<file path="config.mk">
export PLATFORM = sky130hd
export DESIGN_NAME = nibble_serial_alu_ctrl
export DESIGN_NICKNAME = d
export VERILOG_FILES = /design/src/rtl/nibble_alu_pkg.sv /design/src/rtl/nibble_alu_slice.sv /design/src/rtl/nibble_serial_alu_ctrl.sv
export SDC_FILE = /design/constraint.sdc
export NUM_CORES = 1
export LEC_CHECK = 0
export CAP_MARGIN = 25
export CORE_MARGIN = 2
export CORE_UTILIZATION = 50
export DETAILED_ROUTE_END_ITERATION = 8
export PLACE_DENSITY = 0.77
export REMOVE_ABC_BUFFERS = 1
export SLEW_MARGIN = 20
export SYNTH_ARGS = -nofsm -noshare
export SYNTH_HDL_FRONTEND = slang
export SYNTH_SLANG_ARGS = --single-unit
</file>
<file path="constraint.sdc">
create_clock -name clk -period 4 [get_ports clk]
set_clock_uncertainty 0.15 [all_clocks]
set_input_delay 0.8 -clock clk [delete_from_list [all_inputs] [get_ports clk]]
set_output_delay 0.8 -clock clk [all_outputs]
set_load 0.01 [all_outputs]
</file>
<file path="src/rtl/nibble_alu_pkg.sv">
// Shared constants, op encodings, FSM state enum and op-decode helpers for the nibble-serial ALU.
// Latency: n/a (declarations only).
// Backpressure: n/a. Optional SLT support is selected by the NIBBLE_ALU_SLT_EN macro.
package nibble_alu_pkg;

  localparam int DATA_W  = 32;
  localparam int SLICE_W = 4;
  localparam int NIBBLES = DATA_W / SLICE_W;  // 8

  localparam logic [2:0] OP_ADD = 3'b000;
  localparam logic [2:0] OP_SUB = 3'b001;
  localparam logic [2:0] OP_AND = 3'b010;
  localparam logic [2:0] OP_OR  = 3'b011;
  localparam logic [2:0] OP_XOR = 3'b100;
  localparam logic [2:0] OP_SLT = 3'b101;

  // Function applied by the shared 4-bit slice.
  typedef enum logic [1:0] {
    SL_ADD = 2'd0,
    SL_AND = 2'd1,
    SL_OR  = 2'd2,
    SL_XOR = 2'd3
  } slice_fn_e;

`ifdef NIBBLE_ALU_SLT_EN
  typedef enum logic [1:0] {
    IDLE    = 2'd0,
    RUN     = 2'd1,
    SLT_FIX = 2'd2,
    DONE    = 2'd3
  } state_e;
`else
  typedef enum logic [1:0] {
    IDLE = 2'd0,
    RUN  = 2'd1,
    DONE = 2'd2
  } state_e;
`endif

  function automatic logic op_legal(input logic [2:0] o);
    logic ok;
    ok = 1'b0;
    case (o)
      OP_ADD, OP_SUB, OP_AND, OP_OR, OP_XOR: ok = 1'b1;
`ifdef NIBBLE_ALU_SLT_EN
      OP_SLT: ok = 1'b1;
`endif
      default: ok = 1'b0;
    endcase
    return ok;
  endfunction

  // SUB and SLT compute A + ~B + 1.
  function automatic logic op_inv_b(input logic [2:0] o);
    return (o == OP_SUB) || (o == OP_SLT);
  endfunction

  function automatic slice_fn_e op_slice_fn(input logic [2:0] o);
    slice_fn_e fn;
    case (o)
      OP_AND:  fn = SL_AND;
      OP_OR:   fn = SL_OR;
      OP_XOR:  fn = SL_XOR;
      default: fn = SL_ADD;
    endcase
    return fn;
  endfunction

endpackage

</file>
<file path="src/rtl/nibble_alu_slice.sv">
// Combinational 4-bit ADD/AND/OR/XOR slice shared across all nibbles of a serial operation.
// Latency: 0 (purely combinational).
// Backpressure: none; outputs follow inputs.
// Ports: fn (slice function), x/y (operand nibbles), cin (carry in),
//        sum (nibble result), cout (carry out of bit 3), c3 (carry into bit 3).
module nibble_alu_slice
  import nibble_alu_pkg::*;
(
  input  slice_fn_e            fn,
  input  logic [SLICE_W-1:0]   x,
  input  logic [SLICE_W-1:0]   y,
  input  logic                 cin,
  output logic [SLICE_W-1:0]   sum,
  output logic                 cout,
  output logic                 c3
);

  logic [SLICE_W:0]   full;  // x + y + cin, with carry out
  logic [SLICE_W-1:0] low;   // low three bits only; MSB is the carry into bit 3

  always_comb begin
    full = {1'b0, x} + {1'b0, y} + {{SLICE_W{1'b0}}, cin};
    low  = {1'b0, x[SLICE_W-2:0]} + {1'b0, y[SLICE_W-2:0]} + {{(SLICE_W-1){1'b0}}, cin};
    sum  = full[SLICE_W-1:0];
    cout = 1'b0;
    c3   = 1'b0;
    case (fn)
      SL_ADD: begin
        sum  = full[SLICE_W-1:0];
        cout = full[SLICE_W];
        c3   = low[SLICE_W-1];
      end
      SL_AND:  sum = x & y;
      SL_OR:   sum = x | y;
      SL_XOR:  sum = x ^ y;
      default: sum = full[SLICE_W-1:0];
    endcase
  end

endmodule

</file>
<file path="src/rtl/nibble_serial_alu_ctrl.sv">
// Runs a 32-bit ALU op through one shared 4-bit slice, one nibble per clock.
// Latency: 9 cycles start->done (10 for SLT, 2 for an illegal op).
// Backpressure: start is ignored while busy; no queueing. Macro NIBBLE_ALU_SLT_EN enables op 101 = SLT.
// Ports: clk, rst_n (async active-low); start/op/a/b request; busy, done (1-cycle pulse),
//        result, carry_out, zero, illegal (held from done until the next accepted start).
module nibble_serial_alu_ctrl
  import nibble_alu_pkg::*;
(
  input  logic              clk,
  input  logic              rst_n,
  input  logic              start,
  input  logic [2:0]        op,
  input  logic [DATA_W-1:0] a,
  input  logic [DATA_W-1:0] b,
  output logic              busy,
  output logic              done,
  output logic [DATA_W-1:0] result,
  output logic              carry_out,
  output logic              zero,
  output logic              illegal
);

  state_e              state, state_n;
  logic [2:0]          cnt;
  logic [DATA_W-1:0]   a_q;
  logic [DATA_W-1:0]   b_q;     // already inverted for SUB/SLT
  logic [2:0]          op_q;
  logic                carry_q;

  logic                accept;
  logic                last;
  logic                legal_q;
  logic                arith_q;
  logic                slt_op;

  logic [SLICE_W-1:0]  slice_sum;
  logic                slice_cout;
  logic                slice_c3;

`ifdef NIBBLE_ALU_SLT_EN
  logic                ovf_q;
  assign slt_op = (op_q == OP_SLT);
`else
  assign slt_op = 1'b0;
`endif

  assign accept  = start && ((state == IDLE) || (state == DONE));
  assign last    = (cnt == 3'(NIBBLES - 1));
  assign legal_q = op_legal(op_q);
  assign arith_q = (op_q == OP_ADD) || (op_q == OP_SUB);

  nibble_alu_slice u_slice (
    .fn   (op_slice_fn(op_q)),
    .x    (a_q[{cnt, 2'b00} +: SLICE_W]),
    .y    (b_q[{cnt, 2'b00} +: SLICE_W]),
    .cin  (carry_q),
    .sum  (slice_sum),
    .cout (slice_cout),
`ifdef NIBBLE_ALU_SLT_EN
    .c3   (slice_c3)
`else
    .c3   ()
`endif
  );

`ifndef NIBBLE_ALU_SLT_EN
  assign slice_c3 = 1'b0;
`endif

  // State register.
  always_ff @(posedge clk or negedge rst_n) begin
    if (!rst_n) state <= IDLE;
    else        state <= state_n;
  end

  // Next state and status outputs.
  always_comb begin
    state_n = state;
    busy    = 1'b0;
    done    = 1'b0;
    case (state)
      IDLE: begin
        if (start) state_n = RUN;
      end
      RUN: begin
        busy = 1'b1;
        // An illegal op skips the nibble walk entirely.
        if (!legal_q) begin
          state_n = DONE;
        end else if (last) begin
`ifdef NIBBLE_ALU_SLT_EN
          state_n = slt_op ? SLT_FIX : DONE;
`else
          state_n = DONE;
`endif
        end
      end
`ifdef NIBBLE_ALU_SLT_EN
      SLT_FIX: begin
        busy    = 1'b1;
        state_n = DONE;
      end
`endif
      DONE: begin
        done    = 1'b1;
        state_n = start ? RUN : IDLE;
      end
      default: state_n = IDLE;
    endcase
  end

  // Operand capture, nibble walk and result flags.
  always_ff @(posedge clk or negedge rst_n) begin
    if (!rst_n) begin
      a_q       <= '0;
      b_q       <= '0;
      op_q      <= OP_ADD;
      carry_q   <= 1'b0;
      cnt       <= 3'd0;
      result    <= '0;
      carry_out <= 1'b0;
      zero      <= 1'b0;
      illegal   <= 1'b0;
`ifdef NIBBLE_ALU_SLT_EN
      ovf_q     <= 1'b0;
`endif
    end else if (accept) begin
      a_q       <= a;
      b_q       <= op_inv_b(op) ? ~b : b;
      op_q      <= op;
      carry_q   <= op_inv_b(op);  // the +1 of two's-complement subtraction
      cnt       <= 3'd0;
      result    <= '0;
      carry_out <= 1'b0;
      zero      <= 1'b0;
      illegal   <= 1'b0;
    end else begin
      case (state)
        RUN: begin
          if (!legal_q) begin
            result    <= '0;
            illegal   <= 1'b1;
            carry_out <= 1'b0;
            zero      <= 1'b1;
          end else begin
            result[{cnt, 2'b00} +: SLICE_W] <= slice_sum;
            carry_q <= slice_cout;
            cnt     <= cnt + 3'd1;
            if (last) begin
`ifdef NIBBLE_ALU_SLT_EN
              // Signed overflow of A-B: carry into bit 31 differs from carry out.
              ovf_q <= slice_c3 ^ slice_cout;
`endif
              // SLT flags are produced in the fix-up cycle instead.
              if (!slt_op) begin
                carry_out <= arith_q ? slice_cout : 1'b0;
                zero      <= ({slice_sum, result[DATA_W-SLICE_W-1:0]} == '0);
              end
            end
          end
        end
`ifdef NIBBLE_ALU_SLT_EN
        SLT_FIX: begin
          // A < B (signed) is the sign of A-B corrected by overflow.
          result    <= {{(DATA_W-1){1'b0}}, result[DATA_W-1] ^ ovf_q};
          carry_out <= 1'b0;
          zero      <= ~(result[DATA_W-1] ^ ovf_q);
        end
`endif
        default: ;
      endcase
    end
  end

endmodule
</file>
# Word-level counts from Yosys, hierarchy flattened

Index checks and enable logic that the tools add are counted.

Register bits: 108
Input bits: 70
Output and inout bits: 37
Logic and storage cells: 87

$add $sub $neg: 4
Equal/unequal tests: 16
Shift operators: 4
Mux-type cells: 34
Bitwise logic cells: 4
Reduce and logical (&&, ||, !) cells: 15

Operators with widths:

| operator                 | number |
|---|---|
| $mux W32                 | 4 |
| $shiftx A32 B6 Y4        | 2 |
| $bwmux W32               | 1 |
| $logic_not A32 Y1        | 1 |
| $not A32 Y32             | 1 |
| $shift A4 B7 Y32 const A | 1 |
| $shiftx A4 B7 Y32        | 1 |
| $mux W1                  | 20 |
| $pmux W4 S4              | 1 |
| $pmux W2 S3              | 2 |
| $eq A3 B3 Y1 const B     | 3 |
| $mux W3                  | 3 |
| $reduce_and A2 Y1        | 4 |
| $neg A5 Y7               | 1 |
| $eq A2 B2 Y1 const B     | 3 |
| $eq A3 B1 Y1 const B     | 2 |
| $eq A3 B2 Y1 const B     | 2 |
| $mux W2                  | 3 |
| $ne A3 B3 Y1 const B     | 2 |
| $add A4 B4 Y5            | 1 |
| $add A5 B1 Y5            | 1 |
| $reduce_or A5 Y1         | 1 |
| $and A4 B4 Y4            | 1 |
| $eq A2 B1 Y1 const B     | 2 |
| other kinds (9)          | 14 |

# Longest topological paths before layout

Word-level depth: 9
Mapped depth: 14
Mapped depth without buffers: 12

# Modules after synthesis

From an unflattened synthesis, not the netlist that was laid out.

Cell total of the unflattened synthesis: 604
Area total of the unflattened synthesis: 5,824.3 µm²

Modules (own cells, without submodules):

| module                 | instances | cells each | area each (µm²) | seq. area each (µm²) |
|---|---|---|---|---|
| nibble_serial_alu_ctrl | 1         | 551        | 5,439.0         | 2,702.6 |
| nibble_alu_slice       | 1         | 53         | 385.4           | 0.0 |

# Least setup slack after synthesis

No wires, ideal clock.

Path kind: register to register
Start: reg cnt[0]
End: reg result[1]
Library setup time: 0.071 ns
Arrival time: 2.902 ns
Required time: 3.779 ns
Path slack: 0.876 ns
Cell stages (with the launch flop): 14
Buffers on the path: 2
Clock period less this slack: 3.124 ns
Cells stage by stage: dfrtp_1 buf_4 buf_4 mux4_2 nand2_1 and2_1 inv_2 fa_1 inv_1 fa_1 nand3_2 o221ai_4 o2bb2a_4 nor2_1

Word-level cells in the longest chain between the ends: 9
Elaborated cells between the ends (all ways): 15
Classes of those cells: add/sub: 3; shift: 4; mux: 5; bitwise: 3

Ends and longest elaborated chain:

| element                                     | line                                                       | text |
|---|---|---|
| start: declaration                          | nibble_serial_alu_ctrl.sv:24                               | `logic [2:0] cnt;` |
| start signal: assignment                    | nibble_serial_alu_ctrl.sv:148                              | `cnt <= cnt + 3'd1;` |
| $shiftx A32 B6 Y4, on equally long branches | nibble_serial_alu_ctrl.sv:54, nibble_serial_alu_ctrl.sv:55 |  |
| $add A4 B4 Y5                               | nibble_alu_slice.sv:22                                     | `full = {1'b0, x} + {1'b0, y} + {{SLICE_W{1'b0}}, cin};` |
| $add A5 B1 Y5                               | nibble_alu_slice.sv:22                                     |  |
| $pmux W4 S4                                 | nibble_alu_slice.sv:27                                     | `case (fn)` |
| $shiftx A4 B7 Y32                           | nibble_serial_alu_ctrl.sv:146                              | `result[{cnt, 2'b00} +: SLICE_W] <= slice_sum;` |
| $bwmux W32 *                                | nibble_serial_alu_ctrl.sv:146                              |  |
| $mux W32 *                                  | nibble_serial_alu_ctrl.sv:140                              | `if (!legal_q) begin` |
| $mux W32 *                                  | nibble_serial_alu_ctrl.sv:138                              | `case (state)` |
| $mux W32 *                                  | nibble_serial_alu_ctrl.sv:127                              | `end else if (accept) begin` |
| end signal: indexed assignment              | nibble_serial_alu_ctrl.sv:146                              |  |
| end: declaration                            | nibble_serial_alu_ctrl.sv:17                               | `output logic [DATA_W-1:0] result,` |

Every way passes the cells marked *; elsewhere a longest branch is shown, timed or not. The select of a mux whose other input is x is not followed.
A chain may end at the register's enable or synchronous reset.

# Final worst setup path

Start: reg cnt[1]
End: reg zero

Word-level cells in the longest chain between the ends: 9
Elaborated cells between the ends (all ways): 16
Classes of those cells: add/sub: 2; eq/ne: 2; shift: 2; mux: 5; bitwise: 3; reduce/logical: 2

Ends and longest elaborated chain:

| element                                     | line                                                       | text |
|---|---|---|
| $shiftx A32 B6 Y4, on equally long branches | nibble_serial_alu_ctrl.sv:54, nibble_serial_alu_ctrl.sv:55 |  |
| $add A4 B4 Y5                               | nibble_alu_slice.sv:22                                     |  |
| $add A5 B1 Y5                               | nibble_alu_slice.sv:22                                     |  |
| $pmux W4 S4                                 | nibble_alu_slice.sv:27                                     |  |
| $logic_not A32 Y1                           | nibble_serial_alu_ctrl.sv:157                              | `zero <= ({slice_sum, result[DATA_W-SLICE_W-1:0]} == '0);` |
| $mux W1                                     | nibble_serial_alu_ctrl.sv:149                              | `if (last) begin` |
| $mux W1                                     | nibble_serial_alu_ctrl.sv:140                              |  |
| $mux W1                                     | nibble_serial_alu_ctrl.sv:138                              |  |
| $mux W1                                     | nibble_serial_alu_ctrl.sv:127                              |  |
| end signal: assignment                      | nibble_serial_alu_ctrl.sv:157                              |  |
| end: declaration                            | nibble_serial_alu_ctrl.sv:19                               | `output logic zero,` |

Several ways; a longest one is shown, not always the timed one. The select of a mux whose other input is x is not followed.

==> results.json <==
{
  "status": "finished clean",
  "area_delta_synth_final_pct": 26.2,
  "worst_slack_ns": 0.625,
  "io_pins": 107,
  "start_kind": "flop",
  "h-tree-depth": 3,
  "r2r-end": "zero$_DFFE_PN0P_",
  "firstDrtPassIters": 5,
  "clk_pin_slew_ns": 0.08,
  "final_hold_viol_count": 0,
  "core_sq_um": 10900,
  "critPathRequiredTime_ns": 4.11,
  "p_leak_uw": 0.00318,
  "hold_buffers": 0,
  "min_path_type": "in2async",
  "numPortBuffers": 106,
  "hpwlAfterDp_um": 9710,
  "wl_per_cell_um": 16.0,
  "n_antenna_cell": 0,
  "final.period_utilization_pct": 84.4,
  "startpoint": "cnt[1]$_DFFE_PN0P_",
  "rsz0062_at_grt": "no",
  "place_congestion": 0.896,
  "cts_buffer_depth": 2,
  "viasPerCell": 5.50,
  "dieWidth_um": 111,
  "die_area_sq_um": 12200,
  "yosys-top-cells-area": "dfrtp_1, nand2_1, mux4_2",
  "cts_buffers": 9,
  "crit_fanout": 18,
  "reg2reg_depth": 10,
  "antenna_left": 0,
  "clockRootBuffer": "clkbuf_16",
  "vias": 4481,
  "synth-edff-count": 0,
  "ys_types": 53,
  "finalNetCount": 756,
  "finalSetupViolCount": 0,
  "drtIter0Drc": 294,
  "grt_first_pass_wirelength_um": 22600,
  "finalCriticalPeriod_ns": 3.37,
  "synth_cells": 578,
  "worstSkewPairLatency_ns": 0.34,
  "p_per_area_nw_per_um2": 816,
  "fmax_ghz": 0.296,
  "synth_top_area_share_pct": 47.6,
  "ctsResizeCount": 0,
  "cp.arrival_ns": 3.48,
  "drive_gt1_share_pct": 10.1,
  "grtUsageTotal_pct": 22.4,
  "rows": 38,
  "start_util_pct": 51.9,
  "syn_area_sq_um": 5680,
  "synthArstFlopShare_pct": 100,
  "r2r_start": "cnt[1]$_DFFE_PN0P_",
  "synth_top_flop_cell": "dfrtp_1",
  "cts_setup_buffers": 0,
  "cap_violations": 0,
  "ys_ff_latch": 108,
  "grt-ovfl-total": 0,
  "worst-r2r-setup-slack_ns": 0.63,
  "tightest_slew_ns": 0.842,
  "yosysTopAreaCell": "dfrtp_1",
  "drc": 0,
  "drt_wl_total_um": 13000,
  "ir_worst_vdd_uv": 567,
  "setup_tns_ns": 0,
  "crit_type": "reg2reg",
  "ys_seq_area_share_pct": 47.6,
  "endpoint_kind": "flop",
  "grt_pass1_vias": 4548,
  "syn_avg_cell_area_sq_um": 9.82,
  "finalMaxSlewViolations": 0,
  "pre_cts_ws_ns": 0.639,
  "crit_end": "zero$_DFFE_PN0P_",
  "grt_antenna_before_repair": 0,
  "clock-sinks": 108,
  "grt_max_degree": 101,
  "fp.dieH_um": 111,
  "yosys_warnings": 0,
  "cts_tree": "built",
  "worst_slew_margin_rel_pct": 43.8
}
-- where the power goes --
| part | total [uW] | switching (uW) | internal (uW) | leakage (uW) |
|---|---|---|---|---|
| Sequential | 1860 | 364 | 1500 | 0.00139 |
| Clock | 915 | 407 | 508 | 0.000149 |
| Combinational | 3060 | 1750 | 1310 | 0.00164 |
-- cell usage in the layout (no fill, tap or decap), drive strengths merged, types with 10 or more instances in the layout --
cell type / count
a21oi: 14
nand2: 173
mux4: 16
clkdlybuf4s50: 105
o2bb2ai: 19
buf: 10
clkbuf: 10
ha: 15
nand3: 10
nor2: 18
inv: 18
dfrtp: 108
o21ai: 46
xnor2: 32
-- cells in the mapped netlist, types with 8 or more instances --
cell type	n
dfrtp_1	108
nand3_1	8
inv_1	8
mux4_2	16
inv_2	8
xnor2_1	32
o2bb2ai_1	19
buf_2	15
ha_1	15
nand2_1	173
nor2_1	18
a21oi_1	13
o21ai_0	42
and2_1	8
clkbuf_1	14
-- sequential cells by signal, indices dropped and copies added (netlist names) --
register	count
state	2
result	32
carry_out	1
cnt	3
zero	1
a_q	32
op_q	3
b_q	32
illegal	1
carry_q	1
-- per-layer routing --
metal	wire length (um)	global-route usage [%]	part of all wire, %	vias to the layer above
li1	-	-	-	2159
met1	6120	31.7	47	2178
met2	6060	36.0	47	128
met3	627	3.84	4.8	16
met4	200	6.50	1.5	0
met5	0	0	0	-
-- layout make-up --
class / instances / area (sq um)
clock inverters: 6 / 68.8
flip-flops and latches: 108 / 2700
multi-input cells: 419 / 2770
repair buffers: 115 / 1150
fillers: 889 / 3770
clock buffers: 10 / 239
well taps: 140 / 175
inverters: 16 / 60.1
-- critical path, cell delays in order, from the launching register on --
cell and delay (ns):
dfrtp_1 0.83, mux4_2 0.41, nand2_1 0.07, and2_1 0.17
inv_2 0.06, fa_1 0.50, nor2_1 0.12, a21oi_1 0.07
o221ai_1 0.57, nand4_1 0.17, o21ai_1 0.17
-- through the flow --
step           util (%)  instance area (sq um)  total power (uW)  instances  hold WS [ns]
2_1_floorplan         -                   5510              3950        543         0.290
3_3_place_gp       62.7                   6860              4840        798         0.307
3_5_place_dp       62.7                   6860              4930        798         0.308
4_1_cts            65.5                   7160              5860        814         0.326
5_1_grt            65.5                   7160              6300        814         0.349
6_report           65.5                   7160              5840        814         0.302
-- worst min path at each step --
stage / cells after the start / start / endpoint / slack, ns
after CTS: 1 / rst_n / a_q[1]$_DFFE_PN0P_ / 0.33
after global routing: 1 / rst_n / a_q[1]$_DFFE_PN0P_ / 0.35
after floorplan: 2 / a_q[10]$_DFFE_PN0P_ / a_q[10]$_DFFE_PN0P_ / 0.29
final: 1 / rst_n / a_q[1]$_DFFE_PN0P_ / 0.30
after detailed placement: 2 / a_q[27]$_DFFE_PN0P_ / a_q[27]$_DFFE_PN0P_ / 0.31
after global placement: 2 / b_q[1]$_DFFE_PN0P_ / b_q[1]$_DFFE_PN0P_ / 0.31
-- kinds of logic (layout without fill, tap and decap cells) --
| kind of cell | Yosys count | in the layout | synth area share [%] |
|---|---|---|---|
| AND/OR/NAND/NOR | 241 | 241 | 18.5 |
| buffers and inverters | 51 | 147 | 4.03 |
| flip-flops | 108 | 108 | 47.6 |
| XOR/XNOR | 33 | 33 | 5.09 |
| adder cells (fa/ha/maj) | 17 | 17 | 4.01 |
| multiplexers | 17 | 17 | 6.53 |
| AO/OA/AOI/OAI | 111 | 111 | 14.2 |
Power figures use the tool's default switching activity.
